`config.mk`:
```
export PLATFORM = sky130hd
export DESIGN_NAME = mem_arbiter_flat
export DESIGN_NICKNAME = d
export VERILOG_FILES = /design/src/rtl/mem_arbiter_if.sv /design/src/rtl/mem_arbiter.sv /design/src/flat_wrapper.sv
export SDC_FILE = /design/constraint.sdc
export NUM_CORES = 1
export LEC_CHECK = 0
export ABC_CLOCK_PERIOD_IN_PS = 3000
export CORE_MARGIN = 5
export CORE_UTILIZATION = 44
export CTS_BUF_LIST = sky130_fd_sc_hd__clkbuf_8
export DETAILED_ROUTE_END_ITERATION = 10
export GPL_TIMING_DRIVEN = 0
export HOLD_SLACK_MARGIN = 0.08
export PLACE_DENSITY_LB_ADDON = 0.25
export REMOVE_ABC_BUFFERS = 1
export SLEW_MARGIN = 20
export SYNTH_ARGS = -nofsm -noshare
export SYNTH_HDL_FRONTEND = slang
export SYNTH_SLANG_ARGS = --single-unit
```
`constraint.sdc`:
```
create_clock -name clk -period 3 [get_ports clk]
set_input_delay 0.6 -clock clk [delete_from_list [all_inputs] [get_ports clk]]
set_output_delay 0.6 -clock clk [all_outputs]
set_load 0.005 [all_outputs]
```
`src/rtl/mem_arbiter_if.sv`:
```
// Requester and RAM-side signals of mem_arbiter bundled as one interface.
// The slave modport is the arbiter's view; master is the pipeline/RAM side.
interface mem_arbiter_if #(
    parameter int ADDR_W = 32,
    parameter int DATA_W = 32
) ();
    logic              d_req;
    logic              f_req;
    logic              d_we;
    logic [ADDR_W-1:0] d_addr;
    logic [ADDR_W-1:0] f_addr;
    logic [DATA_W-1:0] d_wdata;
    logic              d_ready;
    logic              f_ready;
    logic [DATA_W-1:0] d_rdata;
    logic [DATA_W-1:0] f_rdata;
    logic              ram_en;
    logic              ram_we;
    logic [ADDR_W-1:0] ram_addr;
    logic [DATA_W-1:0] ram_wdata;
    logic [DATA_W-1:0] ram_rdata;
    logic              busy;
    logic              grant;

    modport slave (
        input  d_req, f_req, d_we, d_addr, f_addr, d_wdata, ram_rdata,
        output d_ready, f_ready, d_rdata, f_rdata,
               ram_en, ram_we, ram_addr, ram_wdata, busy, grant
    );

    modport master (
        output d_req, f_req, d_we, d_addr, f_addr, d_wdata, ram_rdata,
        input  d_ready, f_ready, d_rdata, f_rdata,
               ram_en, ram_we, ram_addr, ram_wdata, busy, grant
    );
endinterface

```
`src/rtl/mem_arbiter.sv`:
```
// Two-port (D load/store, F fetch) arbiter for the single-port data RAM.
// Define ARB_ROUND_ROBIN_EN for round-robin ties; default is fixed D priority.
module mem_arbiter #(
    parameter int LATENCY = 1,
    parameter int ADDR_W  = 32,
    parameter int DATA_W  = 32
) (
    input  logic            clk,
    input  logic            reset,
    mem_arbiter_if.slave    bus
);
    typedef enum logic [1:0] {IDLE, ACCESS, RESP} state_t;

    localparam logic [3:0] CNT_INIT = 4'(LATENCY - 1);

    state_t            state, state_nxt;
    logic [3:0]        cnt, cnt_nxt;
    logic              grant_r, grant_nxt;
    logic              we_r, we_nxt;
    logic [ADDR_W-1:0] addr_r, addr_nxt;
    logic [DATA_W-1:0] wdata_r, wdata_nxt;
    logic [DATA_W-1:0] d_rdata_r, d_rdata_nxt;
    logic [DATA_W-1:0] f_rdata_r, f_rdata_nxt;
    logic              win_f;
`ifdef ARB_ROUND_ROBIN_EN
    logic              last_f, last_f_nxt;
`endif

    always_ff @(posedge clk) begin
        if (reset) begin
            state     <= IDLE;
            cnt       <= '0;
            grant_r   <= 1'b0;
            we_r      <= 1'b0;
            addr_r    <= '0;
            wdata_r   <= '0;
            d_rdata_r <= '0;
            f_rdata_r <= '0;
`ifdef ARB_ROUND_ROBIN_EN
            last_f    <= 1'b1;
`endif
        end else begin
            state     <= state_nxt;
            cnt       <= cnt_nxt;
            grant_r   <= grant_nxt;
            we_r      <= we_nxt;
            addr_r    <= addr_nxt;
            wdata_r   <= wdata_nxt;
            d_rdata_r <= d_rdata_nxt;
            f_rdata_r <= f_rdata_nxt;
`ifdef ARB_ROUND_ROBIN_EN
            last_f    <= last_f_nxt;
`endif
        end
    end

    always_comb begin
        state_nxt   = state;
        cnt_nxt     = cnt;
        grant_nxt   = grant_r;
        we_nxt      = we_r;
        addr_nxt    = addr_r;
        wdata_nxt   = wdata_r;
        d_rdata_nxt = d_rdata_r;
        f_rdata_nxt = f_rdata_r;
        // Uncontested F wins; ties go to D unless round-robin flips them.
        win_f       = bus.f_req & ~bus.d_req;
`ifdef ARB_ROUND_ROBIN_EN
        last_f_nxt  = last_f;
        if (bus.d_req && bus.f_req) win_f = ~last_f;
`endif
        case (state)
            IDLE: begin
                if (bus.d_req || bus.f_req) begin
                    state_nxt = ACCESS;
                    cnt_nxt   = CNT_INIT;
                    grant_nxt = win_f;
`ifdef ARB_ROUND_ROBIN_EN
                    last_f_nxt = win_f;
`endif
                    if (win_f) begin
                        we_nxt    = 1'b0;
                        addr_nxt  = bus.f_addr;
                        wdata_nxt = '0;
                    end else begin
                        we_nxt    = bus.d_we;
                        addr_nxt  = bus.d_addr;
                        wdata_nxt = bus.d_wdata;
                    end
                end
            end
            ACCESS: begin
                if (cnt == 4'd0) begin
                    state_nxt = RESP;
                    if (grant_r) f_rdata_nxt = bus.ram_rdata;
                    else         d_rdata_nxt = bus.ram_rdata;
                end else begin
                    cnt_nxt = cnt - 4'd1;
                end
            end
            RESP:    state_nxt = IDLE;
            default: state_nxt = IDLE;
        endcase
    end

    assign bus.ram_en    = (state == ACCESS);
    assign bus.ram_we    = (state == ACCESS) && we_r;
    assign bus.ram_addr  = addr_r;
    assign bus.ram_wdata = wdata_r;
    assign bus.d_ready   = (state == RESP) && !grant_r;
    assign bus.f_ready   = (state == RESP) && grant_r;
    assign bus.d_rdata   = d_rdata_r;
    assign bus.f_rdata   = f_rdata_r;
    assign bus.busy      = (state != IDLE);
    assign bus.grant     = grant_r;
endmodule

```
`src/flat_wrapper.sv`:
```
// flat-port wrapper written by rule: the top's interface ports become plain ports
module mem_arbiter_flat 
#(
    parameter int LATENCY = 1,
    parameter int ADDR_W  = 32,
    parameter int DATA_W  = 32
)
  (clk, reset, bus_d_req, bus_f_req, bus_d_we, bus_d_addr, bus_f_addr, bus_d_wdata, bus_ram_rdata, bus_d_ready, bus_f_ready, bus_d_rdata, bus_f_rdata, bus_ram_en, bus_ram_we, bus_ram_addr, bus_ram_wdata, bus_busy, bus_grant);
  mem_arbiter_if #(.ADDR_W(ADDR_W), .DATA_W(DATA_W)) bus_i ();
  input  logic clk;
  input  logic reset;
  input wire logic [$bits(bus_i.d_req)-1:0] bus_d_req;
  input wire logic [$bits(bus_i.f_req)-1:0] bus_f_req;
  input wire logic [$bits(bus_i.d_we)-1:0] bus_d_we;
  input wire logic [$bits(bus_i.d_addr)-1:0] bus_d_addr;
  input wire logic [$bits(bus_i.f_addr)-1:0] bus_f_addr;
  input wire logic [$bits(bus_i.d_wdata)-1:0] bus_d_wdata;
  input wire logic [$bits(bus_i.ram_rdata)-1:0] bus_ram_rdata;
  output wire logic [$bits(bus_i.d_ready)-1:0] bus_d_ready;
  output wire logic [$bits(bus_i.f_ready)-1:0] bus_f_ready;
  output wire logic [$bits(bus_i.d_rdata)-1:0] bus_d_rdata;
  output wire logic [$bits(bus_i.f_rdata)-1:0] bus_f_rdata;
  output wire logic [$bits(bus_i.ram_en)-1:0] bus_ram_en;
  output wire logic [$bits(bus_i.ram_we)-1:0] bus_ram_we;
  output wire logic [$bits(bus_i.ram_addr)-1:0] bus_ram_addr;
  output wire logic [$bits(bus_i.ram_wdata)-1:0] bus_ram_wdata;
  output wire logic [$bits(bus_i.busy)-1:0] bus_busy;
  output wire logic [$bits(bus_i.grant)-1:0] bus_grant;
  assign bus_i.d_req = bus_d_req;
  assign bus_i.f_req = bus_f_req;
  assign bus_i.d_we = bus_d_we;
  assign bus_i.d_addr = bus_d_addr;
  assign bus_i.f_addr = bus_f_addr;
  assign bus_i.d_wdata = bus_d_wdata;
  assign bus_i.ram_rdata = bus_ram_rdata;
  assign bus_d_ready = bus_i.d_ready;
  assign bus_f_ready = bus_i.f_ready;
  assign bus_d_rdata = bus_i.d_rdata;
  assign bus_f_rdata = bus_i.f_rdata;
  assign bus_ram_en = bus_i.ram_en;
  assign bus_ram_we = bus_i.ram_we;
  assign bus_ram_addr = bus_i.ram_addr;
  assign bus_ram_wdata = bus_i.ram_wdata;
  assign bus_busy = bus_i.busy;
  assign bus_grant = bus_i.grant;
  mem_arbiter #(.LATENCY(LATENCY), .ADDR_W(ADDR_W), .DATA_W(DATA_W)) u_core (.clk(clk), .reset(reset), .bus(bus_i));
endmodule
```
---- After elaboration in Yosys (flattened, before gate mapping) ----
Index checks and enable logic that the tools add are counted.
operators by class
  add/sub/neg operators ................... 1
  eq/ne operators ......................... 5
  multiplexer cells ....................... 9
  bitwise logic cells ..................... 3
  reduce and logical (&&, ||, !) cells .... 14
operators by type and width
  kind                   count
  $mux W32               2
  $reduce_and A3 Y1      3
  $mux W4                2
  $pmux W4 S2            1
  $logic_not A4 Y1       1
  $mux W2                2
  $ne A2 B1 Y1 const B   2
  $pmux W2 S2            1
  $reduce_and A2 Y1      2
  $reduce_bool A2 Y1     2
  $sub A4 B1 Y4 const B  1
  $logic_and A1 B1 Y1    3
  $eq A2 B1 Y1 const B   1
  $eq A2 B2 Y1 const B   1
  $logic_not A2 Y1       1
  $ne A2 B2 Y1 const B   1
  $not A1 Y1             2
  $and A1 B1 Y1          1
  $logic_not A1 Y1       1
  $logic_or A1 B1 Y1     1
  $mux W1                1
word-level totals
  register bits after elaboration ......... 136
  bits of input ports ..................... 133
  output and inout bits ................... 134
  logic and storage cells ................. 40

---- Longest topological paths before layout ----
Gate-level depths: netlist of run 1.
  depth in word-level cells ............... 3
  mapped depth ............................ 7
  gate-level depth less buffers ........... 5

---- Least setup slack after synthesis of run 1 ----
OpenSTA, ideal clock, no wires.
  path type ............................... input port to flip-flop
  start point ............................. in bus_f_req
  end point ............................... reg u_core.wdata_r[10] (netlist: u_core.bus.ram_wdata[10])
  setup time .............................. 0.059 ns
  arrival ................................. 1.523 ns
  data required time ...................... 2.941 ns
  path slack .............................. 1.418 ns
  stages on the path ...................... 4
  path buffers ............................ 1
  cells stage by stage .................... or2_1 -> a21oi_2 -> clkbuf_1 -> a22o_1
between the ends
  cells in the longest elaborated chain, start to end .. 2
  elaborated cells between the ends (all ways) .. 4
  those cells by class .................... mux (1); bitwise (1); reduce/logical (2)
ends and longest elaborated chain
  element                                                     RTL line                              text
  start: declaration                                          flat_wrapper.sv:13                    input wire logic [$bits(bus_i.f_req)-1:0] bus_f_req;
  $and A1 B1 Y1 / $logic_or A1 B1 Y1 (equally long branches)  mem_arbiter.sv:67, mem_arbiter.sv:74
  $mux W32 / $reduce_and A2 Y1 (equally long branches)        --
  end signal: assignment                                      mem_arbiter.sv:48                     wdata_r <= wdata_nxt;
  end: declaration                                            mem_arbiter.sv:21                     logic [DATA_W-1:0] wdata_r, wdata_nxt;
Several ways; a longest one is shown, not always the timed one.
A chain may end at the register's enable or synchronous reset.

==> impl_metrics.tcl, run 1 <==
set metrics [dict create \
    status "finished, final reports clean" \
    ys_top_cells_by_area "dfxtp_1, mux2i_1, nand2_1" \
    path_cells "clkdlybuf4s50_1, inv_6, and3_1, a22o_1" \
    io_pins 267 \
    clock_sinks 136 \
    ys_ff_latch 136 \
    worstSetupPathType "primary input to flip-flop" \
    synthTopCellsByCount "dfxtp_1, mux2i_1, nand2_1" \
    vias 4602 \
    hpwlAfterDp_um 12700 \
    stdcell_count 899 \
    first_global_vias 4875 \
    die_y_um 119 \
    crit_path_start_kind "primary input" \
    synth_area_per_cell_um2 10.7 \
    end_kind "flip-flop" \
    slowest_stage "and3_1" \
    ctsLongestPathBuffers 2 \
    ys_seq_area_share_pct 52.4 \
    fin_ws_ps 266 \
    max_freq_mhz 366 \
    numCtsBuffers 17 \
    syn2layout_area_growth_pct 61.7 \
    hold_viol 0 \
    p_per_area_nw_per_um2 521 \
    worst_clock_skew_ps 7.60 \
    grt_pass1_wl_um 25800 \
    via_per_inst 5.12 \
    cts_setup_buffers 0 \
    slowest_delay_ps 870 \
    critPathMaxFanout 99 \
    ys.warnings.count 0 \
    setup_tns_ps 0 \
    fp.dieW_um 119 \
    worstPathArrival_ps 3130 \
    ir_worst_vdd_mv 0.336 \
    rsz0062_at_grt "no" \
    post-place-cells 867 \
    firstDrtPassIters 4 \
    cts-root-buf "clkbuf_8" \
    drtIter0Drc 146 \
    worstSkewPairLatency_ps 460 \
    utilization_pct 72.9 \
    path_clk_slew_ps 70 \
    ys.flop_type "dfxtp_1" \
    core_area_um2 11500 \
    syn_area_um2 5190 \
    port_buffers 266 \
    wl_um 16600 \
    rows 39 \
    synth_edf_count 0 \
    final_max_slew_viol_count 0 \
    start_util_pct 45.1 \
    nets 878 \
    cts_resized 2 \
    drc 0 \
    yosysMostFrequentCell "dfxtp_1" \
    drive_above_1_share_pct 6.08 \
    wl_per_cell_um 18.5 \
    grt_usage_pct 23.2 \
    max_slew.worst_pin.slew_ps 917 \
    setup_viol 0 \
    h-tree-depth 4 \
    cap_violations 0 \
    syn_inst 487 \
    cts_hold_buffers 0 \
    cts_tree "yes" \
    yosysTopAreaCellShare_pct 52.4 \
    grt_antenna_before_repair 0 \
    grt_max_degree 100 \
    ys_types 38 \
    synthArstFlopShare_pct 0 \
    place_ws_ps -368 \
    place_congestion 0.789 \
    synth_largest_area_cell "dfxtp_1" \
    fin_crit_sh_pct 91.1 \
    num_antenna_cells 0 \
    hold_ws_ps 462 \
    leakagePower_nw 3.26 \
    dieArea_um2 14100 \
    required_ps 3400 \
    grt-ovfl-total 0 \
    fin_crit_ps 2730 \
    min_path_type "flip-flop to flip-flop" \
    relSlewSlack_pct 38.9 \
    final_antenna_net_count 0 \
]
-- area by class of cell --
cell class                 instances  area (um^2)
inverter                           5         23.8
clock buffer                      23          317
fill                             864         3120
tap                              143          179
timing repair buffer             275         2820
sequential                       136         2720
clock inverter                     9          120
multi-input combinational        308         2220
-- path summary, 6_finish.rpt --
check | start | end | slack [ps] | cells past startpoint
setup / recovery | reset | u_core.bus.ram_wdata[9]$_SDFFE_PP0P_ | 270 | 4
setup reg to reg | u_core.cnt[0]$_SDFFE_PP0P_ | u_core.bus.f_rdata[16]$_SDFFE_PP0P_ | 820 | 8
hold reg to reg | u_core.bus.d_rdata[10]$_SDFFE_PP0P_ | u_core.bus.d_rdata[10]$_SDFFE_PP0P_ | 460 | 2
hold / removal | u_core.bus.d_rdata[10]$_SDFFE_PP0P_ | u_core.bus.d_rdata[10]$_SDFFE_PP0P_ | 460 | 2
-- state kept, by name, summed over array words and instances (netlist names) --
name / count
u_core.bus.d_rdata: 32
u_core.bus.f_rdata: 32
u_core.bus.grant: 1
u_core.bus.ram_addr: 32
u_core.bus.ram_wdata: 32
u_core.cnt: 4
u_core.state: 2
u_core.we_r: 1
-- critical path, delay by kind of cell --
kind,cells,cell delay (ps)
buffers and inverters,2,1370
AOI/OAI and AO/OA,1,260
and+or+nand+nor,1,870
-- kinds of logic (layout without fill, tap and decap cells) --
family,Yosys count,count (layout),synth area share (%)
buffers and inverters,43,312,5.49
muxes,96,96,18.5
AOI/OAI and AO/OA,85,85,12.8
DFF,136,136,52.4
adders and majority gates,2,2,0.482
and+or+nand+nor,125,125,10.4
-- power by group --
part           leakage [nW]  switching [W]  internal, W
registers              1.11      0.0000647      0.00192
logic                  1.91       0.000295     0.000477
clock network         0.230       0.000672     0.000945
-- metrics by stage --
stage	instance area (um^2)	total power (W)
2_1_floorplan	4930	0.00227
3_3_place_gp	7770	0.00275
3_5_place_dp	7950	0.00280
4_1_cts	8400	0.00442
5_1_grt	8400	0.00455
6_report	8400	0.00438
-- cell usage in the layout (no fill, tap or decap), types with 2 or more instances in the layout --
master           instances
buf_6                    2
dfxtp_1                136
a22o_1                  25
nand2_1                 96
nand3_1                  8
nor2_1                   2
o21ai_0                 10
clkdlybuf4s50_1        266
a21boi_0                 3
buf_16                   4
clkinv_2                 3
mux2i_1                 96
a21oi_1                 10
buf_4                    3
ha_1                     2
and3_1                   2
bufinv_16                3
clkbuf_8                23
nor3b_1                  2
or3_1                    3
inv_1                    5
o2bb2ai_1               32
-- per-layer routing --
metal | wire length [um] | global-route usage, %
met5 | 0 | 0
met3 | 1480 | 9.60
met1 | 5960 | 22.8
met2 | 8780 | 42.8
met4 | 393 | 10.1
Power figures use the tool's default switching activity.
==> inputs of run 2 (changes only) <==
--- a/config.mk
+++ b/config.mk
@@ -10,9 +10,10 @@
 export CORE_UTILIZATION = 44
 export CTS_BUF_LIST = sky130_fd_sc_hd__clkbuf_8
 export DETAILED_ROUTE_END_ITERATION = 10
+export GPL_ROUTABILITY_DRIVEN = 0
 export GPL_TIMING_DRIVEN = 0
 export HOLD_SLACK_MARGIN = 0.08
-export PLACE_DENSITY_LB_ADDON = 0.25
+export PLACE_DENSITY = 0.88
 export REMOVE_ABC_BUFFERS = 1
 export SLEW_MARGIN = 20
 export SYNTH_ARGS = -nofsm -noshare
==> impl_metrics.tcl, run 2 (synthesized netlist as in run 1, its figures left out) <==
set metrics [dict create \
    leakagePower_nw 3.22 \
    slowest_stage "clkdlybuf4s50_1" \
    holdCritStartpoint "u_core.bus.d_rdata[23]$_SDFFE_PP0P_" \
    syn2layout_area_growth_pct 60.5 \
    reg2reg_from "u_core.cnt[1]$_SDFFE_PP0P_" \
    setup_viol 0 \
    hpwlAfterDp_um 13000 \
    hold_viol 0 \
    min_path_type "flip-flop to flip-flop" \
    worstSkewPairLatency_ps 430 \
    ctsLongestPathBuffers 2 \
    drtIter0Drc 196 \
    grt_pass1_wl_um 26900 \
    critPathMaxFanout 99 \
    grt-ovfl-total 0 \
    fp.dieW_um 119 \
    end_kind "flip-flop" \
    regArea_um2 2720 \
    p_clk_share_pct 34.4 \
    switching_share_pct 24.5 \
    die_y_um 119 \
    via_per_inst 5.13 \
    worstPathArrival_ps 3090 \
    port_buffers 266 \
    hold_ws_ps 461 \
    nets 878 \
    p_seq_share_pct 47.3 \
    num_antenna_cells 0 \
    required_ps 3330 \
    grt_max_degree 100 \
    cts_tree "yes" \
    multiInputGateArea_um2 2220 \
    drc 0 \
    crit_path_start_kind "primary input" \
    numCtsBuffers 17 \
    final_antenna_net_count 0 \
    path_cells "clkdlybuf4s50_1, inv_6, nand3_2, o2bb2ai_1" \
    startpoint "reset" \
    fin_crit_sh_pct 92.1 \
    critical_path.top_delay_family "buffers and inverters" \
    cts_setup_buffers 0 \
    dieArea_um2 14100 \
    core_area_um2 11500 \
    finalPower_w 0.00420 \
    nFillCells 839 \
    rsz0062_at_grt "no" \
    cp_num_buf_inv 2 \
    power.switching_w 0.00103 \
    h-tree-depth 4 \
    fin_crit_ps 2760 \
    max_freq_mhz 362 \
    first_global_vias 4825 \
    grt_antenna_before_repair 0 \
    ir_worst_vdd_mv 0.410 \
    path_clk_slew_ps 80 \
    stdcell_count 899 \
    cts_hold_buffers 0 \
    status "finished, final reports clean" \
    p_int_w 0.00317 \
    max_slew.worst_pin.slew_ps 919 \
    relSlewSlack_pct 38.7 \
    clock_sinks 136 \
    vias 4610 \
    layout_common_cells "clkdlybuf4s50_1, dfxtp_1, nand2_1, mux2i_1, o2bb2ai_1" \
    final_common_cell "clkdlybuf4s50_1" \
    p_per_area_nw_per_um2 504 \
    worst_clock_skew_ps 9.11 \
    firstDrtPassIters 4 \
    final_max_slew_viol_count 0 \
    p_comb_share_pct 18.3 \
    wl_per_cell_um 18.9 \
    wl_um 17000 \
    start_util_pct 45.1 \
    worstSetupPathType "primary input to flip-flop" \
    rows 39 \
    grt_usage_pct 23.9 \
    cap_violations 0 \
    io_pins 267 \
    slowest_delay_ps 710 \
    drive_above_1_share_pct 6.08 \
    cts-root-buf "clkbuf_8" \
    post-place-cells 867 \
]
## run 2: path summary, 6_finish.rpt
path | to | cells past startpoint | slack [ps]
max | u_core.bus.ram_addr[21]$_SDFFE_PP0P_ | 4 | 240
max reg2reg | u_core.bus.f_rdata[26]$_SDFFE_PP0P_ | 8 | 970
min | u_core.bus.d_rdata[23]$_SDFFE_PP0P_ | 2 | 460
min reg2reg | u_core.bus.d_rdata[23]$_SDFFE_PP0P_ | 2 | 460
## run 2: power groups by stage
stage / Clock (W) / Sequential, W / Combinational [W]
final: 0.00144 / 0.00199 / 0.000770
after global routing: 0.00156 / 0.00200 / 0.000822
after CTS: 0.00148 / 0.00199 / 0.000777
after detailed placement: 0 / 0.00203 / 0.000770
after global placement: 0 / 0.00202 / 0.000736
after floorplan: 0 / 0.00203 / 0.000242
## run 2: final cells by class
| class | instances | share of cell area (%) |
|---|---|---|
| repair buffers | 275 | 33.6 |
| inverters | 5 | 0.285 |
| clock buffers | 23 | 3.80 |
| multi-input cells | 308 | 26.6 |
| flip-flops and latches | 136 | 32.7 |
| well taps | 143 | 2.15 |
| clock inverters | 9 | 0.870 |
## run 2: tightest hold or removal path: cells and delay by family, from the launching register on
kind             cells  cell delay [ps]
and+or+nand+nor      1               50
DFF                  1              310
muxes                1               50
## run 2: what timing repair did
item / CTS / global route
gates resized for setup: 2 / 2
setup endpoints to repair: 33 / 58
cloned: 0 / 0
## run 2: metrics by stage
step	setup TNS (ps)	cell area (um^2)	utilization (%)	setup slack, ps
after global routing	0	8340	72.4	0.628
after detailed placement	-31410	7930	68.9	-845
after global placement	-164790	7770	67.5	-3040
final	0	8340	72.4	238
after CTS	0	8330	72.3	21.2
after floorplan	-53700	4930	-	-1490
## run 2: routing by layer
metal / vias up / share of wire (%) / GRT usage [%] / routed length, um
met2: 144 / 54 / 43.4 / 9120
met3: 31 / 4.7 / 5.49 / 792
met5: - / 0 / 0 / 0
met4: 0 / 2.7 / 10.2 / 450
li1: 2232 / - / - / -
met1: 2203 / 39 / 26.9 / 6600
